### src/rtl/ql_bank_bl_wl_sequencer_if.sv
// Configuration word handshake plus bl/wl bank bus between the bitstream loader and the bank sequencer.
// Define QL_BANK_SEQ_PARITY_EN to add the cfg_parity input.
interface ql_bank_bl_wl_sequencer_if #(
  parameter int BL_WIDTH  = 6,
  parameter int WL_WIDTH  = 6,
  parameter int WL_ADDR_W = 3
);
  logic                 cfg_valid;
  logic                 cfg_ready;
  logic [WL_ADDR_W-1:0] cfg_wl_addr;
  logic [0:BL_WIDTH-1]  cfg_bl_data;
`ifdef QL_BANK_SEQ_PARITY_EN
  logic                 cfg_parity;
`endif
  logic                 clr_err;
  logic [0:BL_WIDTH-1]  bl;
  logic [0:WL_WIDTH-1]  wl;
  logic                 busy;
  logic                 done;
  logic                 err;

  modport master (
`ifdef QL_BANK_SEQ_PARITY_EN
    output cfg_parity,
`endif
    output cfg_valid, cfg_wl_addr, cfg_bl_data, clr_err,
    input  cfg_ready, bl, wl, busy, done, err
  );

  modport slave (
`ifdef QL_BANK_SEQ_PARITY_EN
    input  cfg_parity,
`endif
    input  cfg_valid, cfg_wl_addr, cfg_bl_data, clr_err,
    output cfg_ready, bl, wl, busy, done, err
  );
endinterface

### src/rtl/ql_bank_bl_wl_sequencer.sv
// Replays each accepted word as a SETUP -> PULSE -> HOLD bl/wl write cycle on one QL memory bank.
// Define QL_BANK_SEQ_PARITY_EN to drop words whose cfg_parity mismatches the XOR of address and data.
module ql_bank_bl_wl_sequencer #(
  parameter int BL_WIDTH     = 6,
  parameter int WL_WIDTH     = 6,
  parameter int WL_ADDR_W    = 3,
  parameter int SETUP_CYCLES = 1,
  parameter int PULSE_CYCLES = 2,
  parameter int HOLD_CYCLES  = 1
) (
  input logic                      prog_clk,
  input logic                      prog_reset,
  ql_bank_bl_wl_sequencer_if.slave cfg
);

  localparam int MAX_C0 = (SETUP_CYCLES > PULSE_CYCLES) ? SETUP_CYCLES : PULSE_CYCLES;
  localparam int MAX_C  = (MAX_C0 > HOLD_CYCLES) ? MAX_C0 : HOLD_CYCLES;
  localparam int CNT_W  = (MAX_C > 1) ? $clog2(MAX_C) : 1;
  localparam logic [31:0] WL_LIMIT = WL_WIDTH;

  typedef enum logic [1:0] {IDLE, SETUP, PULSE, HOLD} state_t;

  state_t               state_q, state_d;
  logic [CNT_W-1:0]     cnt_q, cnt_d;
  logic [WL_ADDR_W-1:0] addr_q, addr_d;
  logic [0:BL_WIDTH-1]  data_q, data_d;
  logic [0:BL_WIDTH-1]  bl_q, bl_d;
  logic [0:WL_WIDTH-1]  wl_q, wl_d;
  logic                 done_q, done_d;
  logic                 err_q, err_d;
  logic                 rdy_en_q;
  logic                 accept;
  logic                 addr_ok;
  logic                 parity_ok;
  logic                 err_set;

  // rdy_en_q keeps cfg_ready low until the first edge after reset release.
  assign cfg.cfg_ready = (state_q == IDLE) && rdy_en_q;
  assign accept        = cfg.cfg_valid && cfg.cfg_ready;
  assign addr_ok       = ({{(32-WL_ADDR_W){1'b0}}, cfg.cfg_wl_addr} < WL_LIMIT);

`ifdef QL_BANK_SEQ_PARITY_EN
  assign parity_ok = (cfg.cfg_parity == (^{cfg.cfg_wl_addr, cfg.cfg_bl_data}));
`else
  assign parity_ok = 1'b1;
`endif

  assign cfg.bl   = bl_q;
  assign cfg.wl   = wl_q;
  assign cfg.busy = (state_q != IDLE);
  assign cfg.done = done_q;
  assign cfg.err  = err_q;

  always_ff @(posedge prog_clk or posedge prog_reset) begin
    if (prog_reset) begin
      state_q  <= IDLE;
      cnt_q    <= '0;
      addr_q   <= '0;
      data_q   <= '0;
      bl_q     <= '0;
      wl_q     <= '0;
      done_q   <= 1'b0;
      err_q    <= 1'b0;
      rdy_en_q <= 1'b0;
    end else begin
      state_q  <= state_d;
      cnt_q    <= cnt_d;
      addr_q   <= addr_d;
      data_q   <= data_d;
      bl_q     <= bl_d;
      wl_q     <= wl_d;
      done_q   <= done_d;
      err_q    <= err_d;
      rdy_en_q <= 1'b1;
    end
  end

  always_comb begin
    state_d = state_q;
    cnt_d   = cnt_q;
    addr_d  = addr_q;
    data_d  = data_q;
    err_set = 1'b0;
    case (state_q)
      IDLE: begin
        if (accept) begin
          if (addr_ok && parity_ok) begin
            state_d = SETUP;
            cnt_d   = CNT_W'(SETUP_CYCLES - 1);
            addr_d  = cfg.cfg_wl_addr;
            data_d  = cfg.cfg_bl_data;
          end else begin
            err_set = 1'b1;
          end
        end
      end
      SETUP: begin
        if (cnt_q == '0) begin
          state_d = PULSE;
          cnt_d   = CNT_W'(PULSE_CYCLES - 1);
        end else begin
          cnt_d = cnt_q - 1'b1;
        end
      end
      PULSE: begin
        if (cnt_q == '0) begin
          state_d = HOLD;
          cnt_d   = CNT_W'(HOLD_CYCLES - 1);
        end else begin
          cnt_d = cnt_q - 1'b1;
        end
      end
      HOLD: begin
        if (cnt_q == '0) begin
          state_d = IDLE;
          cnt_d   = '0;
        end else begin
          cnt_d = cnt_q - 1'b1;
        end
      end
      default: begin
        state_d = IDLE;
        cnt_d   = '0;
      end
    endcase
  end

  // Outputs are decoded from the next state so they land in registers and never glitch.
  always_comb begin
    bl_d   = (state_d != IDLE) ? data_d : '0;
    wl_d   = '0;
    for (int i = 0; i < WL_WIDTH; i++) begin
      wl_d[i] = (state_d == PULSE) && (addr_d == WL_ADDR_W'(i));
    end
    done_d = (state_q == HOLD) && (state_d == IDLE);
    err_d  = err_set ? 1'b1 : (cfg.clr_err ? 1'b0 : err_q);
  end

endmodule

### src/flat_wrapper.sv
// flat-port wrapper written by rule: the top's interface ports become plain ports
module ql_bank_bl_wl_sequencer_flat 
#(
  parameter int BL_WIDTH     = 6,
  parameter int WL_WIDTH     = 6,
  parameter int WL_ADDR_W    = 3,
  parameter int SETUP_CYCLES = 1,
  parameter int PULSE_CYCLES = 2,
  parameter int HOLD_CYCLES  = 1
)
  (prog_clk, prog_reset, cfg_cfg_valid, cfg_cfg_wl_addr, cfg_cfg_bl_data, cfg_clr_err, cfg_cfg_ready, cfg_bl, cfg_wl, cfg_busy, cfg_done, cfg_err);
  ql_bank_bl_wl_sequencer_if #(.BL_WIDTH(BL_WIDTH), .WL_WIDTH(WL_WIDTH), .WL_ADDR_W(WL_ADDR_W)) cfg_i ();
  input logic prog_clk;
  input logic prog_reset;
  input wire logic [$bits(cfg_i.cfg_valid)-1:0] cfg_cfg_valid;
  input wire logic [$bits(cfg_i.cfg_wl_addr)-1:0] cfg_cfg_wl_addr;
  input wire logic [$bits(cfg_i.cfg_bl_data)-1:0] cfg_cfg_bl_data;
  input wire logic [$bits(cfg_i.clr_err)-1:0] cfg_clr_err;
  output wire logic [$bits(cfg_i.cfg_ready)-1:0] cfg_cfg_ready;
  output wire logic [$bits(cfg_i.bl)-1:0] cfg_bl;
  output wire logic [$bits(cfg_i.wl)-1:0] cfg_wl;
  output wire logic [$bits(cfg_i.busy)-1:0] cfg_busy;
  output wire logic [$bits(cfg_i.done)-1:0] cfg_done;
  output wire logic [$bits(cfg_i.err)-1:0] cfg_err;
  assign cfg_i.cfg_valid = cfg_cfg_valid;
  assign cfg_i.cfg_wl_addr = cfg_cfg_wl_addr;
  assign cfg_i.cfg_bl_data = cfg_cfg_bl_data;
  assign cfg_i.clr_err = cfg_clr_err;
  assign cfg_cfg_ready = cfg_i.cfg_ready;
  assign cfg_bl = cfg_i.bl;
  assign cfg_wl = cfg_i.wl;
  assign cfg_busy = cfg_i.busy;
  assign cfg_done = cfg_i.done;
  assign cfg_err = cfg_i.err;
  ql_bank_bl_wl_sequencer #(.BL_WIDTH(BL_WIDTH), .WL_WIDTH(WL_WIDTH), .WL_ADDR_W(WL_ADDR_W), .SETUP_CYCLES(SETUP_CYCLES), .PULSE_CYCLES(PULSE_CYCLES), .HOLD_CYCLES(HOLD_CYCLES)) u_core (.prog_clk(prog_clk), .prog_reset(prog_reset), .cfg(cfg_i));
endmodule
### config.mk
export PLATFORM = sky130hd
export DESIGN_NAME = ql_bank_bl_wl_sequencer_flat
export DESIGN_NICKNAME = d
export VERILOG_FILES = /design/src/rtl/ql_bank_bl_wl_sequencer_if.sv /design/src/rtl/ql_bank_bl_wl_sequencer.sv /design/src/flat_wrapper.sv
export SDC_FILE = /design/constraint.sdc
export NUM_CORES = 1
export LEC_CHECK = 0
export BUFFER_PORTS_ARGS = -buffer_cell sky130_fd_sc_hd__buf_2
export CORE_MARGIN = 1.5
export CORE_UTILIZATION = 40
export DETAILED_ROUTE_END_ITERATION = 16
export PLACE_DENSITY = 0.63
export SYNTH_ARGS = -nofsm -noshare
export SYNTH_HDL_FRONTEND = slang
export SYNTH_SLANG_ARGS = --single-unit
### constraint.sdc
create_clock -name prog_clk -period 2.2 [get_ports prog_clk]
set_input_delay 0.44 -clock prog_clk [delete_from_list [all_inputs] [get_ports prog_clk]]
set_output_delay 0.44 -clock prog_clk [all_outputs]
set_load 0.005 [all_outputs]
# Word-level counts from Yosys, hierarchy flattened
# Cells that the tools add are included.
[word_totals] regBits=27 inputBits=13 out_inout_bits=16 elab_cells=62
[classes] add_sub_neg=1 magnitude_cmp=1 n_eq_ne=11 mux=23 reduce_logical=17
[op_table] operator="6-bit two-way mux" n=4
[op_table] operator="2-bit two-way mux" n=5
[op_table] operator="1-bit logical AND" n=9
[op_table] operator="1-bit two-way mux" n=9
[op_table] operator="3-bit two-way mux" n=3
[op_table] operator="2-bit case mux with 4 select lines" n=1
[op_table] operator="2-bit == test, second input constant" n=3
[op_table] operator="3-bit by 2-bit == test with 1-bit output, second input constant" n=2
[op_table] operator="3-bit == test, second input constant" n=2
[op_table] operator="2-bit nonzero test" n=3
[op_table] operator="2-bit zero test" n=2
[op_table] operator="2-bit by 1-bit != test with 1-bit output, second input constant" n=2
[op_table] operator="3-bit by 1-bit == test with 1-bit output, second input constant" n=1
[op_table] operator="3-bit zero test" n=1
[op_table] operator="3-bit less-than comparator, second input constant" n=1
[op_table] operator="1-bit case mux with 3 select lines" n=1
[op_table] operator="2-bit by 1-bit == test with 1-bit output, second input constant" n=1
[op_table] operator="2-bit AND reduction" n=1
[op_table] operator="2-bit OR reduction" n=1
[op_table] operator="1-bit subtractor, second input constant" n=1

# Depth between registers and ports, before layout
# Gate-level depths: netlist of the first run.
[logic_depth] ltp_word=7 ltp_mapped=4 mapped_depth_nobuf=3

# Worst setup path before layout of the first run
# OpenSTA, ideal clock, no wires.
[synth_timing] path_kind="reg-to-reg" from="register u_core.state_q[1]" to="register u_core.data_q[0] (netlist name)" setup_time_ns=0.125 arrival_time_ns=1.218 required_time_ns=2.075 setup_slack_ns=0.856 path_stages_with_launch=5 n_path_buf=1 period_less_slack_ns=1.344 path_cell_list="dfrtp_1 buf_6 and4bb_4 nand2_4 mux2_4"
[synth_via] elab_chain_len=5
[synth_rtl] element="from (decl)" line="ql_bank_bl_wl_sequencer.sv:23" text="state_t state_q, state_d;"
[synth_rtl] element="from (signal assigned)" line="ql_bank_bl_wl_sequencer.sv:66" text="state_q <= state_d;"
[synth_rtl] element="2-bit zero test *" line="ql_bank_bl_wl_sequencer.sv:38, ql_bank_bl_wl_sequencer.sv:84"
[synth_rtl] element="1-bit logical AND" line="ql_bank_bl_wl_sequencer.sv:38" text="assign cfg.cfg_ready = (state_q == IDLE) && rdy_en_q;"
[synth_rtl] element="1-bit logical AND" line="ql_bank_bl_wl_sequencer.sv:39" text="assign accept = cfg.cfg_valid && cfg.cfg_ready;"
[synth_rtl] element="6-bit two-way mux" line="ql_bank_bl_wl_sequencer.sv:86" text="if (accept) begin"
[synth_rtl] element="6-bit two-way mux *" line="ql_bank_bl_wl_sequencer.sv:84" text="case (state_q)"
[synth_rtl] element="via u_core.data_d (one bit)" line="ql_bank_bl_wl_sequencer.sv:26" text="logic [0:BL_WIDTH-1] data_q, data_d;"
[synth_rtl] element="to (signal assigned)" line="ql_bank_bl_wl_sequencer.sv:69" text="data_q <= data_d;"
[synth_rtl] element="to (decl)" line="ql_bank_bl_wl_sequencer.sv:26"
# Mark *: on every way through the listed nets, which the timed path passes. The rest lies on a longest branch.
# A chain may end at the register's enable or synchronous reset.

# Final worst setup path of the first run
[layout_timing] from="register u_core.state_q[1]" to="output port cfg_cfg_ready"
[layout_via] elab_chain_len=2
[layout_rtl] element="2-bit zero test" line="ql_bank_bl_wl_sequencer.sv:38"
[layout_rtl] element="1-bit logical AND" line="ql_bank_bl_wl_sequencer.sv:38"
[layout_rtl] element="to (decl)" line="flat_wrapper.sv:19" text="output wire logic [$bits(cfg_i.cfg_ready)-1:0] cfg_cfg_ready;"
# Every way passes these cells.

==> results.txt, run 1 <==
status -> finished clean
clock insertion delay at the later pin of the skew report -> 0.31 ns
I/O pins -> 29
r2r worst-path depth -> 3
endpoints failing setup -> 0
Async SR Flop Fraction -> 100%
Hold Fails Final Rpt -> 0
Slew HR -> 49.5%
share of cells above drive strength 1 -> 40.4%
via count -> 752
CTS Hold Bufs -> 0
area leader, netlist -> dfrtp_1
Mapped Cells -> 82
vias per inst -> 5.19
CP Launch Type -> flop
Avg Cell Area, Syn -> 14.1 µm²
first-pass GRT wire length -> 3750 µm
crit-path cells -> nor2_1 > and2_1 > buf_2
Synth top cells by count -> dfrtp_1, inv_1, a22o_1, mux2_4
Post-Syn Area -> 1160 µm²
Routability Congestion -> 0.828
Pwr Total -> 1.66 mW
total gr overflow -> 0
Max Slew Vio Count -> 0
CTS Sinks -> 27
Max IR drop VDD -> 717 µV
placed instance area -> 1330 µm²
Leakage -> 0.685 nW
wire per inst -> 14.8 µm
Critical Path AT -> 1.36 ns
WP depth -> 3
CP Class -> flop to output pin
Die Y-Extent -> 56.8 µm
CP startpoint -> u_core.state_q[1]$_DFF_PP0_
die width -> 56.8 µm
Slew @ Worst Pin -> 0.736 ns
critical path's top delay family -> flip-flops
Max-Cap Viols -> 0
share of the synthesized area in the top cell type -> 58.3%
FMAX -> 0.555 GHz
ANT nets after route -> 0
YS warnings -> 0
post-synthesis sequential area ratio -> 58.3%
CP Data Required Time -> 1.76 ns
core area -> 2760 µm²
I/O Buffers -> 28
initial DRC count -> 26
Max clock buf depth -> 2
Clock Tree Root -> clkbuf_4
Clk pin slew, worst setup/hold paths -> 0.14 ns
final WL -> 2150 µm
hpwl dp -> 1550 µm
setup bufs post-CTS -> 0
drt drc -> 0
total track usage -> 15.2%
# diodes -> 0
Nets -> 128
die area -> 3230 µm²
Top FF cell, synth -> dfrtp_1
CP bufs+invs -> 1
delay of the slowest critical-path stage -> 0.50 ns
initial antenna violation count -> 0
Synth area leaders -> dfrtp_1, mux2_4, a2111oi_4
H-tree depth -> 1
Post-synth EDFFs -> 0
RSZ-0062 raised after global routing -> false
total CTS buffers -> 3
Detailed Routing Iterations Pass 1 -> 4
largest net degree at the start of global routing -> 28
post-synthesis cell type count -> 30
vias in the first global route -> 804
Final Skew -> 0.00689 ns
library cell with the highest instance count after synthesis -> dfrtp_1
crit-path max FO -> 8
PD cells -> 1220 nW/µm²
final instance area -> 1360 µm²
row cnt -> 19
launch point of the worst reg-to-reg path -> u_core.state_q[0]$_DFF_PP0_
area growth from synthesis to layout -> 17.4%
setup total negative slack -> 0 ns
CP endpoint kind -> output pin
post-synth net total -> 95
Initial Utilization -> 42.0%
PostCTS Resize Cnt -> 0
flops & latches, synth -> 27
CTS tree -> done
hold crit path type -> primary input to async pin
period utilization -> 81.9%
post-route minimum period -> 1.80 ns
Slowest-stage cell, CP -> dfrtp_1
[where the power goes]
part / leakage [nW] / switching, mW / internal (mW)
combinational: 0.325 / 0.311 / 0.345
sequential: 0.344 / 0.116 / 0.681
clock: 0.0150 / 0.134 / 0.0708
[per-stage QoR]
| step | setup slack [ns] | util (%) | hold slack, ns | std cells |
|---|---|---|---|---|
| 2_1_floorplan | 0.856 | - | 0.431 | 82 |
| 3_3_place_gp | 0.773 | 48.4 | 0.460 | 141 |
| 3_5_place_dp | 0.748 | 48.4 | 0.461 | 141 |
| 4_1_cts | 0.388 | 49.3 | 0.160 | 145 |
| 5_1_grt | 0.290 | 49.3 | 0.177 | 145 |
| 6_report | 0.399 | 49.3 | 0.155 | 145 |
[tightest hold or removal path, stage by stage]
cell	delay, ns
buf_2	0.09
inv_1	0.04
buf_4	0.31
[cell families (layout without fill, tap and decap cells)]
family | count (synthesis) | in the layout | share of synthesized area [%]
compound gates | 21 | 21 | 16.8
simple gates | 17 | 17 | 11.9
xor+xnor | 1 | 1 | 0.756
other cells | 1 | 1 | 0.324
mux | 7 | 7 | 8.64
buf+inv | 8 | 40 | 3.24
flops | 27 | 27 | 58.3
[area by class of cell]
| type | instances | area (µm²) |
|---|---|---|
| Fill cell | 252 | 1400 |
| Tap cell | 31 | 38.8 |
| Multi-Input combinational cell | 47 | 445 |
| Clock buffer | 4 | 26.3 |
| Timing Repair Buffer | 29 | 148 |
| Inverter | 7 | 26.3 |
| Sequential cell | 27 | 676 |
[placed cells by master (no fill, tap or decap), types with 2 or more instances in the layout]
master / instances
nor4_1: 2
a22o_1: 6
mux2_4: 6
dfrtp_1: 27
a211oi_1: 2
and2_1: 3
a2111oi_4: 2
a21oi_1: 3
inv_1: 7
nand2_1: 2
buf_2: 28
clkbuf_4: 3
nor2_1: 3
[layer usage]
metal  vias to the layer above  routed length, µm  GRT usage [%]  share of wire (%)
li1                        356                  -              -                  -
met1                       367               1020           20.5                 47
met2                        27                985           24.8                 46
met3                         2                126           2.30                5.9
met4                         0                 17           5.98               0.79
met5                         -                  0              0                  0
[final timing paths]
| check | endpoint | slack (ns) |
|---|---|---|
| min reg2reg | u_core.cfg.wl[0]$_DFF_PP0_ | 0.48 |
| max in group asynchronous | u_core.cfg.wl[1]$_DFF_PP0_ | 1.79 |
| min in group prog_clk | u_core.cfg.err$_DFFE_PP0P_ | 0.31 |
| min | u_core.cfg.bl[5]$_DFF_PP0_ | 0.15 |
| max | cfg_cfg_ready | 0.40 |
| max reg2reg | u_core.cfg.wl[0]$_DFF_PP0_ | 0.72 |
[state kept, by name (all words and copies together), names as in the netlist]
signal	flops
u_core.cfg.wl	6
u_core.cnt_q	1
u_core.addr_q	3
u_core.cfg.err	1
u_core.state_q	2
u_core.data_q	6
u_core.cfg.bl	6
u_core.cfg.done	1
u_core.rdy_en_q	1
Power figures use the tool's default switching activity.
==> inputs of run 2 (changes only) <==
==> constraint.sdc (replaced) <==
create_clock -name prog_clk -period 1.7 [get_ports prog_clk]
set_input_delay 0.34 -clock prog_clk [delete_from_list [all_inputs] [get_ports prog_clk]]
set_output_delay 0.34 -clock prog_clk [all_outputs]
set_load 0.005 [all_outputs]
==> run 2 against run 1 <==
  * Final cell count unchanged
  * First-iteration DRC count decreased by 7.7%
  * Cell area increased by 0.92%
  * Sequential share of layout area decreased by 0.36 points
  * Die area unchanged
  * Non-clock buffer count unchanged
  * Combinational power increased by 29%
  * Critical path type unchanged
==> results.txt, run 2 (synthesis results as in run 1) <==
status -> finished clean
hold crit path type -> primary input to async pin
final WL -> 2000 µm (-6.8%)
crit-path max FO -> 8 (unchanged)
Max IR drop VDD -> 891 µV (+24%)
largest net degree at the start of global routing -> 28 (unchanged)
endpoints failing setup -> 0 (unchanged)
vias in the first global route -> 724 (-10%)
CP Class -> flop to output pin
Pwr Total -> 2.17 mW (+31%)
# diodes -> 0 (unchanged)
Max clock buf depth -> 2 (unchanged)
Max Slew Vio Count -> 0 (unchanged)
total track usage -> 14.1% (-1.1 points)
Clk pin slew, worst setup/hold paths -> 0.15 ns (about the same)
Min Hold Slack -> 0.0366 ns (-0.118 ns)
FMAX -> 0.641 GHz
CTS Sinks -> 27 (unchanged)
ANT nets after route -> 0 (unchanged)
Clock Tree Root -> clkbuf_4
Die Y-Extent -> 56.8 µm (unchanged)
Max-Cap Viols -> 0 (unchanged)
H-tree depth -> 1 (unchanged)
launch point of the worst reg-to-reg path -> u_core.state_q[0]$_DFF_PP0_
initial DRC count -> 24 (-7.7%)
Detailed Routing Iterations Pass 1 -> 4 (unchanged)
CTS Hold Bufs -> 0 (unchanged)
CTS tree -> done
Leakage -> 0.683 nW (-0.17%)
setup total negative slack -> 0 ns (unchanged)
Nets -> 128 (unchanged)
I/O Buffers -> 28 (unchanged)
CP startpoint -> u_core.state_q[1]$_DFF_PP0_
clock insertion delay at the later pin of the skew report -> 0.32 ns (about the same)
Hold Fails Final Rpt -> 0 (unchanged)
CP endpoint kind -> output pin
Worst Setup Slack, final -> 0.141 ns (-0.258 ns)
most frequent cells in the layout -> buf_2, dfrtp_1, inv_1
Slew @ Worst Pin -> 0.711 ns (-0.0256 ns)
core area -> 2760 µm² (unchanged)
total CTS buffers -> 3 (unchanged)
via count -> 743 (-1.2%)
initial antenna violation count -> 0 (unchanged)
most common cell after layout, fill and taps aside -> buf_2
pre-CTS setup slack -> 0.270 ns (-0.478 ns)
period utilization -> 91.7%
post-route minimum period -> 1.56 ns
wire per inst -> 13.8 µm (-6.8%)
die width -> 56.8 µm (unchanged)
vias per inst -> 5.12 (-1.2%)
placed instance area -> 1330 µm² (unchanged)
first-pass GRT wire length -> 3490 µm (-6.8%)
CP Data Required Time -> 1.36 ns (-0.40 ns)
total gr overflow -> 0 (unchanged)
Initial Utilization -> 42.0% (unchanged)
area growth from synthesis to layout -> 18.5%
fill count -> 247 (-2.0%)
R2R setup slack -> 0.23 ns (-0.49 ns)
row cnt -> 19 (unchanged)
drt drc -> 0 (unchanged)
RSZ-0062 raised after global routing -> false
Routability Congestion -> 0.814 (-1.8%)
Critical Path AT -> 1.22 ns (-0.14 ns)
PD cells -> 1580 nW/µm² (+30%)
share of cells above drive strength 1 -> 43.0% (+2.6 points)
Final Skew -> 0.00379 ns (-0.00310 ns)
final instance area -> 1370 µm² (+0.92%)
die area -> 3230 µm² (unchanged)
I/O pins -> 29 (unchanged)
CP Launch Type -> flop
hpwl dp -> 1460 µm (-5.6%)
Slew HR -> 51.3% (+1.8 points)
==> run 2: changes by cell type in the layout (fill, tap and decap cells not counted), sizes merged <==
cell,delta
clkbuf,-1
clkinvlp,+1
==> run 2: what timing repair did <==
action	4_1_cts	5_1_grt
buffers inserted	0	0
setup endpoints to repair	1	1
gates resized for setup	1	2
==> run 2: final cells by class <==
class,instances,area (µm²),area share [%]
clock buffers,3,22.5,1.64
clock inverters,1,7.51,0.547
inverters,7,26.3,1.91
multi-input cells,47,453,33.0
flip-flops and latches,27,677,49.3
well taps,31,38.8,2.83
repair buffers,29,148,10.8
==> run 2: power by group <==
part           switching (mW)  internal, mW  leakage, nW
Sequential              0.157         0.884        0.343
Clock                   0.192        0.0900       0.0139
Combinational           0.392         0.453        0.326
Total                   0.741          1.43        0.683
==> run 2: final timing paths <==
path,to,cells past startpoint
hold / removal,u_core.cfg.wl[0]$_DFF_PP0_,3
min in group prog_clk,u_core.cfg.err$_DFFE_PP0P_,2
max in group asynchronous,u_core.state_q[1]$_DFF_PP0_,3
hold reg to reg,u_core.cfg.wl[0]$_DFF_PP0_,1
setup / recovery,cfg_cfg_ready,3
setup reg to reg,u_core.cfg.wl[5]$_DFF_PP0_,3
==> run 2: stage by stage <==
step,instances,util (%)
global route,145,49.8
global placement,141,48.4
floorplan,82,-
finish,145,49.8
detailed placement,141,48.4
CTS,145,49.5
==> run 2: worst max-delay path: stages, from the launching register on <==
cell     delay [ns]
dfrtp_2        0.51
nor2_4         0.16
and2_1         0.13
buf_2          0.10
==> run 2: per-layer routing <==
layer  up-vias  GRT usage [%]  share of wire (%)
li1        358              -                  -
met2        25           21.4                 44
met5         -              0                  0
met1       358           19.5                 49
met4         0           2.99               0.85
met3         2           5.30                7.0
==> inputs of run 3 (changes only) <==
--- a/config.mk
+++ b/config.mk
@@ -5,6 +5,7 @@
 export SDC_FILE = /design/constraint.sdc
 export NUM_CORES = 1
 export LEC_CHECK = 0
+export ABC_AREA = 1
 export BUFFER_PORTS_ARGS = -buffer_cell sky130_fd_sc_hd__buf_2
 export CORE_MARGIN = 1.5
 export CORE_UTILIZATION = 40
==> run 3 against run 2 <==
  * Critical path depth is the same
  * Utilization grew 0.20 points
  * Non-clock buffer count is the same
  * Register-to-register slack gained 0.11 ns
  * Maximum frequency grew 1.6%
  * Cell area grew 1.3%
  * Setup slack gained 0.025 ns
==> results.txt, run 3 <==
Max Slew Vio Count -> 0 (unchanged)
Avg Cell Area, Syn -> 9.48 µm² (-33%)
CTS Sinks -> 27 (unchanged)
post-synthesis cell type count -> 20 (-33%)
fill count -> 279 (+13%)
core area -> 2780 µm² (+0.86%)
hpwl dp -> 1650 µm (+13%)
YS warnings -> 0 (unchanged)
vias in the first global route -> 923 (+27%)
CP Launch Type -> flop
Final Skew -> 0.00141 ns (-0.00238 ns)
CP endpoint kind -> output pin
share of the synthesized area in the top cell type -> 57.0% (-1.3 points)
CTS Hold Bufs -> 0 (unchanged)
library cell with the highest instance count after synthesis -> nand2_1
Synth top cells by count -> nand2_1, dfrtp_1, inv_1, nand2_2
pre-CTS setup slack -> 0.270 ns (-0.000290 ns)
share of cells above drive strength 1 -> 35.0% (-8.0 points)
via count -> 880 (+18%)
post-synth net total -> 138 (+45%)
flops & latches, synth -> 27 (unchanged)
Worst Setup Slack, final -> 0.166 ns (+0.0248 ns)
Max-Cap Viols -> 0 (unchanged)
first-pass GRT wire length -> 3810 µm (+9.1%)
area growth from synthesis to layout -> 17.3%
RSZ-0062 raised after global routing -> false
Leakage -> 0.813 nW (+19%)
Max clock buf depth -> 2 (unchanged)
post-route minimum period -> 1.53 ns (-0.0248 ns)
Critical Path AT -> 1.19 ns (-0.03 ns)
Routability Congestion -> 0.767 (-5.8%)
CP Data Required Time -> 1.36 ns (about the same)
total track usage -> 15.2% (+1.0 points)
most common cell after layout, fill and taps aside -> nand2_1
Hold Fails Final Rpt -> 0 (unchanged)
status -> finished clean
most frequent cells in the layout -> nand2_1, buf_2, dfrtp_1
Synth area leaders -> dfrtp_1, nand2_1, inv_1
FMAX -> 0.652 GHz (+1.6%)
Detailed Routing Iterations Pass 1 -> 4 (unchanged)
Max IR drop VDD -> 968 µV (+8.6%)
post-synthesis sequential area ratio -> 57.0% (-1.3 points)
die width -> 57.4 µm (+1.1%)
area leader, netlist -> dfrtp_1
Clk pin slew, worst setup/hold paths -> 0.14 ns (about the same)
Post-synth EDFFs -> 0 (unchanged)
endpoints failing setup -> 0 (unchanged)
vias per inst -> 4.68 (-8.7%)
initial DRC count -> 19 (-21%)
H-tree depth -> 1 (unchanged)
Min Hold Slack -> 0.0433 ns (+0.00676 ns)
total CTS buffers -> 3 (unchanged)
period utilization -> 90.2% (-1.5 points)
I/O pins -> 29 (unchanged)
largest net degree at the start of global routing -> 28 (unchanged)
setup bufs post-CTS -> 0 (unchanged)
Multi-input gate area -> 418 µm² (-7.7%)
# diodes -> 0 (unchanged)
crit-path max FO -> 5 (-3)
ANT nets after route -> 0 (unchanged)
Top FF cell, synth -> dfrtp_1
hold crit path type -> primary input to async pin
die area -> 3300 µm² (+2.1%)
PostCTS Resize Cnt -> 0 (-1)
CP Class -> flop to output pin
Nets -> 171 (+34%)
initial antenna violation count -> 0 (unchanged)
clock insertion delay at the later pin of the skew report -> 0.32 ns (about the same)
row cnt -> 19 (unchanged)
final WL -> 2140 µm (+6.8%)
total gr overflow -> 0 (unchanged)
Async SR Flop Fraction -> 100% (unchanged)
Clock Tree Root -> clkbuf_4
Mapped Cells -> 125 (+52%)
PD cells -> 1570 nW/µm² (-0.67%)
Die Y-Extent -> 57.4 µm (+1.1%)
CTS tree -> done
wire per inst -> 11.4 µm (-18%)
I/O Buffers -> 28 (unchanged)
drt drc -> 0 (unchanged)
setup total negative slack -> 0 ns (unchanged)
Post-Syn Area -> 1180 µm² (+2.3%)
Initial Utilization -> 42.6% (+0.59 points)
Reg area -> 676 µm² (-0.18%)
==> run 3: final timing paths <==
path	from	to	slack, ns	depth (start not counted)
max	u_core.state_q[0]$_DFF_PP0_	cfg_busy	0.17	3
min	prog_reset	u_core.cfg.wl[4]$_DFF_PP0_	0.04	3
max reg2reg	u_core.state_q[0]$_DFF_PP0_	u_core.cfg.wl[0]$_DFF_PP0_	0.34	6
min reg2reg	u_core.data_q[4]$_DFF_PP0_	u_core.data_q[4]$_DFF_PP0_	0.50	2
max in group asynchronous	prog_reset	u_core.cfg.bl[1]$_DFF_PP0_	1.41	3
min in group prog_clk	cfg_clr_err	u_core.cfg.err$_DFFE_PP0P_	0.20	2
==> run 3: layout make-up <==
cell class / instances / share of cell area, %
flip-flops and latches: 27 / 48.6
multi-input cells: 76 / 30.1
repair buffers: 29 / 10.6
inverters: 21 / 6.03
well taps: 31 / 2.79
clock buffers: 4 / 1.89
==> run 3: metal layers <==
| layer | routed length (µm) | vias up | GRT usage [%] |
|---|---|---|---|
| li1 | - | 441 | - |
| met1 | 867 | 412 | 16.4 |
| met5 | 0 | - | 0 |
| met3 | 117 | 5 | 4.76 |
| met4 | 27 | 0 | 5.98 |
| met2 | 1120 | 22 | 27.3 |
==> run 3: kinds of logic (layout without fill, tap and decap cells) <==
family,count (synthesis),in the layout,synth area share (%)
DFF,27,27,57.0
buffers and inverters,22,54,7.71
AOI/OAI and AO/OA,7,7,5.60
other,1,1,0.316
and+or+nand+nor,68,68,29.4
==> run 3: report_power, final <==
part | internal, mW | switching (mW)
clock network | 0.0919 | 0.183
registers | 0.871 | 0.114
logic | 0.343 | 0.578
==> run 3: per-stage QoR <==
stage          std cells  instance area (µm²)  power (mW)  utilization (%)
6_report             188                 1390        2.18             50.0
5_1_grt              188                 1390        2.39             50.0
4_1_cts              188                 1390        2.22             50.0
3_5_place_dp         184                 1360        1.94             49.0
3_3_place_gp         184                 1360        1.92             49.0
2_1_floorplan        125                 1180        1.66                -
==> run 3: worst max-delay path, cell delays in order, from the launching register on <==
cell,delay [ns]
dfrtp_1,0.47
nor2_4,0.18
inv_1,0.09
buf_2,0.13
